### config.mk
export PLATFORM = sky130hd
export DESIGN_NAME = par_mem_fill
export DESIGN_NICKNAME = d
export VERILOG_FILES = /design/src/rtl/par_fill_pkg.sv /design/src/rtl/par_done_collector.sv /design/src/rtl/par_mem_fill.sv
export SDC_FILE = /design/constraint.sdc
export NUM_CORES = 1
export LEC_CHECK = 0
export ABC_CLOCK_PERIOD_IN_PS = 2950
export BUFFER_PORTS_ARGS = -buffer_cell sky130_fd_sc_hd__clkbuf_2
export CAP_MARGIN = 10
export CORE_MARGIN = 8
export CORE_UTILIZATION = 40
export CTS_CLUSTER_DIAMETER = 80
export DETAILED_ROUTE_END_ITERATION = 7
export PLACE_DENSITY = 0.71
export SETUP_SLACK_MARGIN = 0.05
export SYNTH_ARGS = -nofsm -noshare
export SYNTH_HDL_FRONTEND = slang
export SYNTH_HIERARCHICAL = 1
export SYNTH_SLANG_ARGS = --single-unit
### constraint.sdc
create_clock -name clk -period 2.95 [get_ports clk]
set_input_delay 0.7375 -clock clk [delete_from_list [all_inputs] [get_ports clk]]
set_output_delay 0.7375 -clock clk [all_outputs]
set_load 0.005 [all_outputs]
### src/rtl/par_fill_pkg.sv
// Shared types and helpers for the parallel memory fill engine.
package par_fill_pkg;

    typedef enum logic [1:0] {
        IDLE  = 2'd0,
        ISSUE = 2'd1,
        WAIT  = 2'd2,
        DONE  = 2'd3
    } state_e;

    typedef enum logic {
        FILL_CONST = 1'b0,
        FILL_RAMP  = 1'b1
    } mode_e;

    function automatic int clog2_min1(input int n);
        return (n <= 2) ? 1 : $clog2(n);
    endfunction

endpackage

### src/rtl/par_done_collector.sv
// Sticky per-channel done bits; all_done also sees this cycle's mem_done.
module par_done_collector #(
    parameter int N_CHAN = 3
) (
    input  logic              clk,
    input  logic              reset,
    input  logic              load,
    input  logic              capture,
    input  logic [N_CHAN-1:0] mask,
    input  logic [N_CHAN-1:0] mem_done,
    output logic              all_done
);

    logic [N_CHAN-1:0] collected;

    // Disabled channels are pre-set so they never hold up completion
    always_ff @(posedge clk) begin
        if (reset) begin
            collected <= '0;
        end else if (load) begin
            collected <= ~mask;
        end else if (capture) begin
            collected <= collected | mem_done;
        end
    end

    assign all_done = &(collected | mem_done);

endmodule

### src/rtl/par_mem_fill.sv
// Lockstep fill of N_CHAN memories, addresses 0..DEPTH-1.
// Define PAR_FILL_TIMEOUT_EN to enable the per-address watchdog.
module par_mem_fill
    import par_fill_pkg::*;
#(
    parameter int N_CHAN         = 3,
    parameter int WIDTH          = 32,
    parameter int DEPTH          = 16,
    parameter int ADDR_W         = clog2_min1(DEPTH),
    parameter int TIMEOUT_CYCLES = 256
) (
    input  logic                     clk,
    input  logic                     reset,
    input  logic                     go,
    input  logic                     mode,
    input  logic [WIDTH-1:0]         fill_value,
    input  logic [N_CHAN-1:0]        chan_en,
    output logic [N_CHAN*ADDR_W-1:0] mem_addr0,
    output logic [N_CHAN*WIDTH-1:0]  mem_write_data,
    output logic [N_CHAN-1:0]        mem_write_en,
    input  logic [N_CHAN-1:0]        mem_done,
    output logic                     busy,
    output logic                     done,
    output logic                     err
);

    localparam logic [1:0] ST_IDLE  = IDLE;
    localparam logic [1:0] ST_ISSUE = ISSUE;
    localparam logic [1:0] ST_WAIT  = WAIT;
    localparam logic [1:0] ST_DONE  = DONE;

    localparam logic [ADDR_W-1:0] LAST_ADDR = ADDR_W'(DEPTH - 1);

    logic [1:0]        state;
    logic [ADDR_W-1:0] addr;
    mode_e             mode_q;
    logic [WIDTH-1:0]  fill_q;
    logic [N_CHAN-1:0] chan_en_q;

    logic              all_done;
    logic              go_start;
    logic              complete;
    logic              last;
    logic              timeout;
    logic              coll_load;
    logic [N_CHAN-1:0] coll_mask;
    logic [WIDTH-1:0]  data;

    assign go_start = (state == ST_IDLE) && go;
    assign complete = (state == ST_WAIT) && all_done;
    assign last     = (addr == LAST_ADDR);

`ifdef PAR_FILL_TIMEOUT_EN
    localparam int TW = $clog2(TIMEOUT_CYCLES + 1);

    logic [TW-1:0] wd_cnt;
    logic          err_q;

    assign timeout = (state == ST_WAIT) && !all_done &&
                     (wd_cnt == TW'(TIMEOUT_CYCLES - 1));

    always_ff @(posedge clk) begin
        if (reset) begin
            wd_cnt <= '0;
            err_q  <= 1'b0;
        end else begin
            if (state != ST_WAIT) begin
                wd_cnt <= '0;
            end else if (!all_done) begin
                wd_cnt <= wd_cnt + 1'b1;
            end
            if (timeout) begin
                err_q <= 1'b1;
            end
        end
    end

    assign err = err_q;
`else
    assign timeout = 1'b0;
    assign err     = 1'b0;
`endif

    assign coll_load = go_start || (complete && !last);
    assign coll_mask = go_start ? chan_en : chan_en_q;

    par_done_collector #(
        .N_CHAN (N_CHAN)
    ) u_collector (
        .clk      (clk),
        .reset    (reset),
        .load     (coll_load),
        .capture  ((state == ST_ISSUE) || (state == ST_WAIT)),
        .mask     (coll_mask),
        .mem_done (mem_done),
        .all_done (all_done)
    );

    always_ff @(posedge clk) begin
        if (reset) begin
            state     <= ST_IDLE;
            addr      <= '0;
            mode_q    <= FILL_CONST;
            fill_q    <= '0;
            chan_en_q <= '0;
        end else begin
            unique case (state)
                ST_IDLE: begin
                    if (go) begin
                        mode_q    <= mode_e'(mode);
                        fill_q    <= fill_value;
                        chan_en_q <= chan_en;
                        addr      <= '0;
                        state     <= (chan_en == '0) ? ST_DONE : ST_ISSUE;
                    end
                end
                ST_ISSUE: begin
                    state <= ST_WAIT;
                end
                ST_WAIT: begin
                    if (complete) begin
                        if (last) begin
                            state <= ST_DONE;
                        end else begin
                            addr  <= addr + 1'b1;
                            state <= ST_ISSUE;
                        end
                    end else if (timeout) begin
                        state <= ST_DONE;
                    end
                end
                ST_DONE: begin
                    state <= ST_IDLE;
                end
                default: begin
                    state <= ST_IDLE;
                end
            endcase
        end
    end

    assign busy = (state == ST_ISSUE) || (state == ST_WAIT);
    assign done = (state == ST_DONE);

    assign data = (mode_q == FILL_RAMP) ? fill_q + WIDTH'(addr) : fill_q;

    always_comb begin
        mem_addr0      = '0;
        mem_write_data = '0;
        mem_write_en   = '0;
        for (int i = 0; i < N_CHAN; i++) begin
            mem_addr0[i*ADDR_W +: ADDR_W] = addr;
            if (state == ST_ISSUE) begin
                mem_write_data[i*WIDTH +: WIDTH] = data;
                mem_write_en[i]                  = chan_en_q[i];
            end
        end
    end

endmodule

Yosys cells after proc, flatten, opt, wreduce, memory -nomap -nowiden
Index checks and enable logic that the tools add are counted.

Add/sub/neg operators: 2. Equal/unequal tests: 7. Muxes and demuxes: 17. Bitwise logic cells: 2. Reduce and logical (&&, ||, !) cells: 14.

Operators by type and width (number): $mux 32 (2); $add 32x4->32 (1); $mux 4 (3); $mux 3 (3); $mux 2 (4); $pmux 2 s4 (1); $pmux 4 s2 (1); $ne 2x2->1 const B (3); $add 4x1->4 const B (1); $eq 2x2->1 const B (2); $eq 4x4->1 const B (1); $reduce_and 2->1 (2); $reduce_and 4->1 (1); $reduce_bool 2->1 (2); $logic_and 1x1->1 (3); $logic_not 3->1 (1); $mux 1 (3); $not 3->3 (1); $or 3x3->3 (1); $reduce_and 3->1 (1); $eq 2x1->1 const B (1); $logic_not 2->1 (1); $logic_or 1x1->1 (2); $logic_not 1->1 (1).

Register bits: 45. Bits of input ports: 42. Output and inout port bits: 114. Logic and storage cells: 48.

Depth between registers and ports, before layout
Depth in word-level cells: 6. Gate-level depth with buffers: 9. Depth with buffers taken out: 7.

By module
Netlist, hierarchy kept.

Modules (own cells, without submodules): par_mem_fill (instances 1, cells an instance 425, area each 3074.2 um^2, sequential area each 840.8 um^2); par_done_collector (instances 1, cells an instance 12, area each 118.9 um^2, sequential area each 60.1 um^2).

Least setup slack after synthesis
No wires, ideal clock.

Path kind: flip-flop to output port. Start: register addr[0]. End: output mem_write_data[60]. Arrival time: 2.079 ns. Data required time: 2.213 ns. Slack: 0.134 ns. Cell stages (with the launch flop): 10. Cells stage by stage: dfxtp_1 ha_1 fa_1 a211oi_1 nor2_4 nand3_2 buf_6 o21ai_1 a21oi_1 buf_4.

Word-level cells in the longest chain between the ends: 3.

Ends and longest elaborated chain: start: declaration (RTL line par_mem_fill.sv:35) `logic [ADDR_W-1:0] addr;`; start signal: assignment (RTL line par_mem_fill.sv:125) `addr <= addr + 1'b1;`; $add 32x4->32 (RTL line par_mem_fill.sv:145) `assign data = (mode_q == FILL_RAMP) ? fill_q + WIDTH'(addr) : fill_q;`; $mux 32 (RTL line par_mem_fill.sv:145); $mux 32; end: declaration (RTL line par_mem_fill.sv:19) `output logic [N_CHAN*WIDTH-1:0] mem_write_data,`.

Every way passes these cells.

Final worst setup path
Start: register fill_q[1]. End: output mem_write_data[60].

Word-level cells in the longest chain between the ends: 3.

Ends and longest elaborated chain: start: declaration (RTL line par_mem_fill.sv:37) `logic [WIDTH-1:0] fill_q;`; start signal: assignment (RTL line par_mem_fill.sv:111) `fill_q <= fill_value;`; $add 32x4->32 (RTL line par_mem_fill.sv:145); $mux 32 (RTL line par_mem_fill.sv:145); $mux 32 (RTL line par_mem_fill.sv:153) `if (state == ST_ISSUE) begin`.

Every way passes these cells.

==> flow_summary.json <==
{
  "clock.fmax_mhz": 346,
  "numClockSinks": 45,
  "relSlewSlack": 0.368,
  "hold_buffers": 0,
  "syn_nets": 490,
  "cts_max_level": 2,
  "drtPass1Iterations": 4,
  "finClkSkew_ns": 0.00450,
  "placed_cell_area_sq_um": 3580,
  "clk_pin_slew_ns": 0.08,
  "utilization": 0.526,
  "synth_top_cell_area_share": 0.282,
  "hold_start": "fill_q[31]$_SDFFE_PP0P_",
  "peakVddDrop_mv": 0.418,
  "viasPerCell": 4.89,
  "hold_depth": 2,
  "leakage_nw": 1.84,
  "grt_max_degree": 45,
  "netlist_top_cells_area": "dfxtp_1 (28%), buf_4 (18%), nand2_1 (9.9%), a21oi_1 (7.8%), xor2_1 (4.9%)",
  "yosysWarningCount": 6,
  "outcome": "finished, final reports clean",
  "yosys.area.top_type": "dfxtp_1",
  "synthToLayoutAreaGrowth_pct": 27.3,
  "slew_violations": 0,
  "n_antenna_cell": 0,
  "fin_area_sq_um": 4070,
  "worstMarginPinSlew_ns": 0.948,
  "rows": 32,
  "cp_data_required_time_ns": 2.21,
  "setup_violations": 0,
  "crit_path_end_kind": "output pin",
  "initial_utilization": 0.413,
  "die_h_um": 105,
  "hold_path_class": "register to register",
  "grt_pass1_vias": 3212,
  "grt-ovfl-total": 0,
  "yosysMostFrequentCell": "nand2_1",
  "synth_area_sq_um": 3190,
  "gr-usage-all-layers": 0.156,
  "fin_crit_ns": 2.89,
  "cellPowerDensity_nw_per_um2": 561,
  "finalSetupTns_ns": 0,
  "async_flop_share": 0,
  "maxCapViolCount": 0,
  "wl_per_cell_um": 14.6,
  "ys_ff_latch": 45,
  "drtIter0Drc": 103,
  "cp-start-kind": "register",
  "synth_seq_area_share": 0.282,
  "clock_latency_ns": 0.29,
  "place.gp.congestion": 0.837,
  "ff2ff_setup_slack_ns": 1.04,
  "timing.final.crit_share": 0.979,
  "cts-root-buf": "clkbuf_8",
  "arrival_ns": 2.15,
  "synthDistinctLibCells": 41,
  "ys_top_cells_by_count": "nand2_1 (84), buf_4 (76), a21oi_1 (50)",
  "setup_ws_ns": 0.0614,
  "ios": 156,
  "antenna_found_initial": 0,
  "tritoncts": "built",
  "final_nets": 590,
  "finalWirelength_um": 9370,
  "synth_edf_count": 0,
  "io_buffers": 154,
  "clk_path_buf_depth": 2,
  "hold_viol_final": 0,
  "syn_inst": 437,
  "dp_hpwl_um": 7100,
  "drive_gt1_frac": 0.455,
  "crit_type": "register to output pin",
  "layoutNonFillerInstCount": 640,
  "synth_ff_type": "dfxtp_1",
  "path_max_fanout": 7,
  "via_count": 3127,
  "postSynthAreaPerCell_sq_um": 7.31,
  "worst-r2r-cell-count": 7,
  "hold_end": "fill_q[31]$_SDFFE_PP0P_",
  "cts_made_buffers": 5,
  "reg2reg_from": "state[0]$_SDFFE_PP0P_",
  "dieArea_sq_um": 11100,
  "pre_cts_ws_ns": 0.0640,
  "fp.coreArea_sq_um": 7730,
  "grt_setup_unrepaired": "yes",
  "drcViolationCount": 0,
  "grt_pass1_wl_um": 14900,
  "die_width_um": 105,
  "dp.cells": 617,
  "antenna_left": 0,
  "reg2reg_to": "u_collector/collected[1]$_SDFFE_PP0P_"
}
per-layer routing:
layer	vias to the layer above	track usage	share of wire
met5	-	0	0
met4	0	0.0296	0.0051
met3	4	0.0536	0.081
met2	111	0.279	0.50
met1	1420	0.176	0.42
li1	1592	-	-
registers in the layout, indices dropped and copies added, names as in the netlist:
signal / flops
addr: 4
chan_en_q: 3
fill_q: 32
mode_q: 1
state: 2
u_collector/collected: 3
repair_timing:
item,in CTS,in global routing
cloned,1,0
endpoints found under the setup margin,57,87
pin swaps,13,11
resized for setup,34,61
buffers inserted,9,5
cell families (layout without fill, tap and decap cells):
| group | after synthesis | after routing | synth area share |
|---|---|---|---|
| AO/OA/AOI/OAI | 76 | 76 | 0.133 |
| XOR/XNOR | 23 | 23 | 0.0631 |
| adder cells (fa/ha/maj) | 11 | 11 | 0.0455 |
| buffers and inverters | 102 | 202 | 0.212 |
| flip-flops | 45 | 45 | 0.282 |
| multiplexers | 3 | 3 | 0.00940 |
| other | 1 | 1 | 0.00117 |
| AND/OR/NAND/NOR | 176 | 177 | 0.254 |
layout by cell type (no fill, tap or decap), types with 8 or more instances in the layout:
cell and instances:
nand2_1 83, dfxtp_1 34, a21oi_1 42, dfxtp_2 11
nand3_1 8, xor2_1 17, nand4_1 12, a211oi_1 8
buf_4 29, nor2_1 27, buf_2 32, clkbuf_2 122
how the worst max path moves through the flow:
stage                            from                  to  slack (ns)  cells past startpoint
6_report       fill_q[1]$_SDFFE_PP0P_  mem_write_data[60]        0.06                      8
5_1_grt          addr[0]$_SDFFE_PP0P_   mem_write_data[6]       -0.07                      8
4_1_cts        fill_q[0]$_SDFFE_PP0P_   mem_write_data[6]        0.03                      8
3_5_place_dp   fill_q[0]$_SDFFE_PP0P_  mem_write_data[28]        0.06                      8
3_3_place_gp     addr[0]$_SDFFE_PP0P_  mem_write_data[20]        0.14                      8
2_1_floorplan    addr[0]$_SDFFE_PP0P_  mem_write_data[60]        0.13                      9
stage by stage:
step	hold WS (ns)	total power, mW
finish	0.482	2.28
global route	0.504	2.46
CTS	0.482	2.24
detailed placement	0.469	1.81
global placement	0.453	1.79
floorplan	0.441	1.54
power by group:
part	switching, mW	internal [mW]	total (mW)	leakage [nW]
Clock	0.197	0.168	0.364	0.0385
Combinational	0.617	0.430	1.05	1.43
Sequential	0.131	0.738	0.869	0.374
Total	0.945	1.34	2.28	1.84
layout make-up:
cell class	count	area (sq um)
fill	794	3660
timing repair buffer	186	1020
clock inverter	1	7.51
clock buffer	7	76.3
multi-input combinational	291	1880
sequential	45	915
tap	102	128
inverter	8	33.8
worst max-delay path: stages (launching register included):
cell and delay, ns:
dfxtp_1 0.38, buf_4 0.14, fa_2 0.23, a211oi_4 0.07, nor2_4 0.23, nand3_4 0.15, or3_4 0.40, a21oi_4 0.14
buf_2 0.13
Note: power is estimated with default switching activity, not from simulation.
